[src/rtl/lcd_ctrl.sv]
// HD44780 character LCD write controller.
// Turns a toggle-handshaked CPU register write into a timed RS/DATA setup,
// EN strobe, hold and command-execution wait. o_busy covers the whole sequence.
module lcd_ctrl #(
  parameter int unsigned SETUP_CYC    = 2,
  parameter int unsigned EN_CYC       = 12,
  parameter int unsigned HOLD_CYC     = 2,
  parameter int unsigned WAIT_CYC     = 2000,
  parameter int unsigned CLR_WAIT_CYC = 82000
) (
  input  logic        i_clk,
  input  logic        i_rst_n,
  input  logic [31:0] i_io_lcd,
  output logic        o_busy,
  output logic        o_lcd_on,
  output logic        o_lcd_rs,
  output logic        o_lcd_rw,
  output logic        o_lcd_en,
  output logic [7:0]  o_lcd_data
);

  localparam int CNT_W = 32;

  typedef enum logic [2:0] {
    IDLE  = 3'd0,
    SETUP = 3'd1,
    PULSE = 3'd2,
    HOLD  = 3'd3,
    WAIT  = 3'd4
  } state_t;

  state_t             state_q, state_d;
  logic [CNT_W-1:0]   cnt_q, cnt_d;
  logic               acc_tgl;
  logic               pending;
  logic               capture;
  logic               is_clr;
  logic               unused_io_bits;

  // A zero-length phase still occupies one cycle; the counter holds cycles-1.
  function automatic logic [CNT_W-1:0] cyc_load(input int unsigned cyc);
    if (cyc == 0) return '0;
    return CNT_W'(cyc - 1);
  endfunction

  assign pending        = (i_io_lcd[11] != acc_tgl);
  assign o_lcd_rw       = 1'b0;
  assign unused_io_bits = ^{i_io_lcd[30:12], i_io_lcd[9:8]};

  // Clear display / return home run much longer inside the LCD than other writes.
  assign is_clr = !o_lcd_rs &&
                  ((o_lcd_data == 8'h01) || (o_lcd_data == 8'h02) || (o_lcd_data == 8'h03));

  // Next-state and counter reload: each phase loads its length on entry and counts down.
  always_comb begin
    state_d = state_q;
    cnt_d   = cnt_q;
    capture = 1'b0;
    case (state_q)
      IDLE: begin
        if (pending) begin
          capture = 1'b1;
          state_d = SETUP;
          cnt_d   = cyc_load(SETUP_CYC);
        end
      end
      SETUP: begin
        if (cnt_q == '0) begin
          state_d = PULSE;
          cnt_d   = cyc_load(EN_CYC);
        end else begin
          cnt_d = cnt_q - 1'b1;
        end
      end
      PULSE: begin
        if (cnt_q == '0) begin
          state_d = HOLD;
          cnt_d   = cyc_load(HOLD_CYC);
        end else begin
          cnt_d = cnt_q - 1'b1;
        end
      end
      HOLD: begin
        if (cnt_q == '0) begin
          state_d = WAIT;
          cnt_d   = is_clr ? cyc_load(CLR_WAIT_CYC) : cyc_load(WAIT_CYC);
        end else begin
          cnt_d = cnt_q - 1'b1;
        end
      end
      WAIT: begin
        if (cnt_q == '0) begin
          state_d = IDLE;
          cnt_d   = '0;
        end else begin
          cnt_d = cnt_q - 1'b1;
        end
      end
      default: begin
        state_d = IDLE;
        cnt_d   = '0;
      end
    endcase
  end

  // State, counter, handshake and registered LCD pins; EN/BUSY decode the next state
  // so they are glitch-free flops aligned with the state register.
  always_ff @(posedge i_clk or negedge i_rst_n) begin
    if (!i_rst_n) begin
      state_q    <= IDLE;
      cnt_q      <= '0;
      acc_tgl    <= 1'b0;
      o_busy     <= 1'b0;
      o_lcd_on   <= 1'b0;
      o_lcd_rs   <= 1'b0;
      o_lcd_en   <= 1'b0;
      o_lcd_data <= 8'h00;
    end else begin
      state_q  <= state_d;
      cnt_q    <= cnt_d;
      o_busy   <= (state_d != IDLE);
      o_lcd_en <= (state_d == PULSE);
      o_lcd_on <= i_io_lcd[31];
      if (capture) begin
        acc_tgl    <= i_io_lcd[11];
        o_lcd_rs   <= i_io_lcd[10];
        o_lcd_data <= i_io_lcd[7:0];
      end
    end
  end

endmodule

[config.mk]
export PLATFORM = sky130hd
export DESIGN_NAME = lcd_ctrl
export DESIGN_NICKNAME = d
export VERILOG_FILES = /design/src/rtl/lcd_ctrl.sv
export SDC_FILE = /design/constraint.sdc
export NUM_CORES = 1
export LEC_CHECK = 0
export ABC_AREA = 1
export BUFFER_PORTS_ARGS = -buffer_cell sky130_fd_sc_hd__buf_2
export CAP_MARGIN = 15
export CORE_MARGIN = 1.5
export CORE_UTILIZATION = 52
export DETAILED_ROUTE_END_ITERATION = 16
export PLACE_DENSITY = 0.76
export SYNTH_ARGS = -nofsm -noshare
export SYNTH_HDL_FRONTEND = slang
export SYNTH_SLANG_ARGS = --single-unit
[constraint.sdc]
create_clock -name i_clk -period 1.53 [get_ports i_clk]
set_input_delay 0.153 -clock i_clk [delete_from_list [all_inputs] [get_ports i_clk]]
set_output_delay 0.153 -clock i_clk [all_outputs]
set_load 0.02 [all_outputs]
Yosys cells after proc, flatten, opt, wreduce, memory -nomap -nowiden. Cells that the tools add are included. Widths: inputs -> output; s select.

Add/sub/neg operators: 1. Equal/unequal tests: 10. Multiplexer cells: 15. Reduce and logical (&&, ||, !) cells: 7.

Operators by type and width (count): $mux 32 (5); $pmux 32 s5 (1); $logic_not 32->1 (1); $sub 32x1->32 const B (1); $mux 17 (1); $eq 8x2->1 const B (2); $mux 3 (5); $pmux 3 s5 (1); $eq 3x2->1 const B (3); $eq 8x1->1 const B (1); $eq 3x1->1 const B (1); $eq 3x3->1 const B (1); $logic_not 3->1 (1); $reduce_bool 3->1 (1); $logic_or 1x1->1 (2); $mux 1 (2); $ne 2x2->1 const B (1); $logic_and 1x1->1 (1); $logic_not 1->1 (1); $ne 1x1->1 (1).

Register bits after elaboration: 48. Bits of input ports: 34. Output and inout bits: 13. Word-level logic and storage cells: 41.

Longest topological paths before layout.
Word-level depth: 7. Depth in mapped cells: 13. Depth with buffers taken out: 13.

Worst setup path after synthesis. No wires, ideal clock.

Path kind: register -> register. Start point: register cnt_q[0]. End point: register cnt_q[4]. Library setup time: 0.120 ns. Data arrival time: 1.512 ns. Data required time: 1.410 ns. Path slack: -0.102 ns. Stages on the path, launching flop included: 13. Buffers on the path: 1. Period minus slack after synthesis: 1.632 ns. Path through: dfrtp_1 > inv_1 > ha_1 > nand2_1 > nor2_1 > nand2_4 > nor2_8 > nand2_4 > nand2_8 > nand2_4 > inv_4 > buf_12 > nor2_1.

Longest elaborated chain between the ends: 3. Elaborated cells on any way between the ends: 7. Classes of those cells: add/sub: 1; mux: 5; reduce/logical: 1.

Ends and longest elaborated chain: start, declared (RTL line 33) `logic [CNT_W-1:0] cnt_q, cnt_d;`; start signal, assigned (RTL line 120) `cnt_q <= cnt_d;`; $sub 32x1->32 or $logic_not 32->1 (tied branches); $mux 32, on equally long branches; $pmux 32 s5 * (RTL line 59) `case (state_q)`.

Every way passes the cells marked *; elsewhere a longest branch is shown, timed or not. A chain may end at the register's enable or synchronous reset.

Worst setup path after layout.
Start point: register cnt_q[7]. End point: register cnt_q[26].

Same word-level chain as after synthesis.

==> impl_metrics.env <==
export IMPL_synth_seq_cells=48
export IMPL_rsz0062_at_grt="yes"
export IMPL_drt_total_wl_um=9120
export IMPL_gp_congestion=0.909
export IMPL_maxCapViolCount=0
export IMPL_use_met3=0.0400
export IMPL_crit_chain="nor2_2 > nand2_2 > buf_6 > nor2_4 > nand4_1 > o21ai_1 > nand2_1 > o21ai_1"
export IMPL_port_buffers=24
export IMPL_synthCells=403
export IMPL_clk_pin_slew_worst_paths_ps=100
export IMPL_die_area_sq_um=6400
export IMPL_ys_flop_type="dfrtp_1"
export IMPL_clock_path_buffers=2
export IMPL_start_kind="register"
export IMPL_fillCellCount=374
export IMPL_drive_gt1_frac=0.490
export IMPL_worstPathArrival_ps=1960
export IMPL_synth_seq_area_share=0.390
export IMPL_setup_viol=37
export IMPL_post_route_drc_count=0
export IMPL_ioPinCount=47
export IMPL_status="finished, violations left"
export IMPL_p_seq_frac=0.206
export IMPL_synth_edff_count=0
export IMPL_rows=27
export IMPL_start_util=0.550
export IMPL_period_share=1.12
export IMPL_grt_overflow=0
export IMPL_path_common_cell="o21ai_1"
export IMPL_post_route_util=0.796
export IMPL_timing_final_ws_setup_ps=-184
export IMPL_hold_viol_final=0
export IMPL_skew_ps=14.2
export IMPL_cp_slowest_cell="dfrtp_1"
export IMPL_grtUsageMet1=0.325
export IMPL_crit_fanout=3
export IMPL_synthesis_area_sq_um=3080
export IMPL_pre_cts_ws_ps=-179
export IMPL_synth_simple_gate_area_frac=0.375
export IMPL_drv_slew=0
export IMPL_cpPeakStageDelay_ps=440
export IMPL_grt_total_usage=0.284
export IMPL_wl_per_cell_um=15.3
export IMPL_layout_min_cycle_time_ps=1710
export IMPL_instances_no_fill=598
export IMPL_crit_type="register to register"
export IMPL_synth_compound_area_frac=0.0491
export IMPL_dp_cells=567
export IMPL_syn_nets=439
export IMPL_root_buffer="clkbuf_8"
export IMPL_insertion_delay_ps=320
export IMPL_fp_dieH_um=80
export IMPL_hpwl_um=5780
export IMPL_via_per_inst=5.17
export IMPL_tritoncts="done"
export IMPL_p_clk_frac=0.093
export IMPL_critPathRequiredTime_ps=1780
export IMPL_gr_max_usage_layer="met2"
export IMPL_power_leakage_nw=2.35
export IMPL_grt_pass1_wl_um=14000
export IMPL_grt_start_max_net_pins=49
export IMPL_met2_usage=0.539
export IMPL_antenna_found_initial=0
export IMPL_num_antenna_cells=0
export IMPL_synthAdderAreaFrac=0.00812
export IMPL_min_path_type="primary input to register"
export IMPL_dr_pass1_iters=4
export IMPL_ant_nets=0
export IMPL_core_area_sq_um=5610
export IMPL_synth_cell_type_count=35
export IMPL_nets=561
export IMPL_max_freq_mhz=583
export IMPL_synth_warnings=0
export IMPL_ff_latch_area_sq_um=1200
export IMPL_clock_sinks=48
export IMPL_numCtsBuffers=5
export IMPL_drtIter0Drc=197
export IMPL_yosys_area_share_xor_xnor=0.0678
export IMPL_irDropWorstVdd_mv=1.20
export IMPL_cp_end_kind="register"
export IMPL_intPower_mw=5.34
export IMPL_multiInputGateArea_sq_um=1920
export IMPL_power_switching_mw=5.10
export IMPL_area_growth_pct=44.8
export IMPL_synth_area_mux_share=0.0207
export IMPL_total_power_mw=10.4
export IMPL_htreeDepth=2
export IMPL_synth_top_family_by_area="simple AND/OR/NAND/NOR gates"
export IMPL_syn_avg_cell_area_sq_um=7.65
export IMPL_fp_dieW_um=80
export IMPL_switching_share=0.489
export IMPL_comb_power_share=0.701
export IMPL_violations="setup timing"
export IMPL_dr_total_vias=3090
export IMPL_async_flop_share=1.00
export IMPL_first_global_vias=3090
export IMPL_power_density_nw_per_um2=2340
-- registers in the layout, indices dropped and copies added, names as in the netlist --
signal	cells
cnt_q	32
o_lcd_data	8
o_lcd_rs	1
o_lcd_en	1
acc_tgl	1
o_busy	1
state_q	3
o_lcd_on	1
-- power groups by stage --
stage / Clock (mW) / Sequential [mW] / Combinational, mW
after floorplan: 0 / 2.26 / 3.61
after global placement: 0 / 2.08 / 5.56
after detailed placement: 0 / 2.11 / 5.75
after CTS: 0.972 / 2.12 / 6.52
after global routing: 1.02 / 2.21 / 7.85
final: 0.972 / 2.15 / 7.32
-- final cells by class --
type | instances | area share
multi-input combinational | 292 | 0.430
timing repair inverter | 1 | 0.00196
timing repair buffer | 119 | 0.200
sequential | 48 | 0.269
tap | 72 | 0.0202
clock inverter | 3 | 0.0104
inverter | 58 | 0.0527
clock buffer | 5 | 0.0154
-- worst paths after layout --
| path | startpoint | to | slack (ps) | cells after the start |
|---|---|---|---|---|
| min in group asynchronous | i_rst_n | cnt_q[21]$_DFFE_PN0P_ | 340 | 3 |
| setup reg to reg | cnt_q[7]$_DFFE_PN0P_ | cnt_q[26]$_DFFE_PN0P_ | -180 | 8 |
| hold / removal | i_io_lcd[4] | o_lcd_data[4]$_DFFE_PN0P_ | 60 | 2 |
| hold reg to reg | o_lcd_data[1]$_DFFE_PN0P_ | o_lcd_data[1]$_DFFE_PN0P_ | 540 | 2 |
| max in group asynchronous | i_rst_n | acc_tgl$_DFFE_PN0P_ | 940 | 3 |
| setup / recovery | cnt_q[7]$_DFFE_PN0P_ | cnt_q[26]$_DFFE_PN0P_ | -180 | 8 |
-- kinds of logic after synthesis --
logic type / Yosys count
adders and majority gates: 2
DFF: 48
and+or+nand+nor: 234
buffers and inverters: 63
other: 1
AOI/OAI and AO/OA: 27
muxes: 5
xor gates and xnor gates: 23
-- placed cells by master (no fill, tap or decap), types with 6 or more instances in the layout --
cell type   n
nand2_2    18
o21ai_1     6
nand2_4    11
nand2_1    83
nor2_2     34
buf_2      24
dfrtp_1    47
inv_1      33
inv_2      22
buf_6       8
xor2_1     20
nor2_4      9
nor2_1     37
a21oi_1     6
nand4_1     6
buf_4      83
nand3_1    12
-- worst max-delay path: cells and delay by family, from the launching register on --
family	cells	cell delay, ps
simple gates	5	690
flops	1	440
compound gates	2	360
buf+inv	1	140
-- layer usage --
metal / vias up / routed length [um]
met5: - / 0
met1: 1487 / 3530
met3: 25 / 328
li1: 1482 / -
met2: 96 / 5020
met4: 0 / 243
-- cell usage after synthesis, types with 3 or more instances --
library cell | count | area share
inv_2 | 17 | 0.021
nand3_1 | 16 | 0.026
a21oi_1 | 7 | 0.011
nor2_2 | 15 | 0.030
o21ai_0 | 8 | 0.013
nor2_8 | 4 | 0.026
dfrtp_1 | 48 | 0.39
nand4_1 | 6 | 0.012
nor3_1 | 7 | 0.011
nor3_2 | 4 | 0.013
xor2_1 | 20 | 0.057
nand2_1 | 102 | 0.12
inv_1 | 40 | 0.049
mux2_2 | 3 | 0.011
nor2_1 | 61 | 0.074
nand2_2 | 7 | 0.014
nor2_4 | 4 | 0.015
o22ai_1 | 7 | 0.014
nand2_4 | 5 | 0.018
-- what timing repair did --
action | CTS | global route
gates resized for setup | 64 | 41
setup endpoints to repair | 37 | 38
hold buffers | 2 | 0
pin swaps | 23 | 15
endpoints found under the hold margin | 49 | 0
gates cloned | 1 | 0
buffers inserted | 11 | 9
-- per-stage QoR --
step	hold WS (ps)	setup TNS (ps)	instance area, sq um
floorplan	-143	0	3110
global placement	160	-1410	3830
detailed placement	160	-2760	3830
CTS	56.0	-685	4240
global route	57.4	-6770	4460
finish	57.9	-4150	4460
Power figures use the tool's default switching activity.
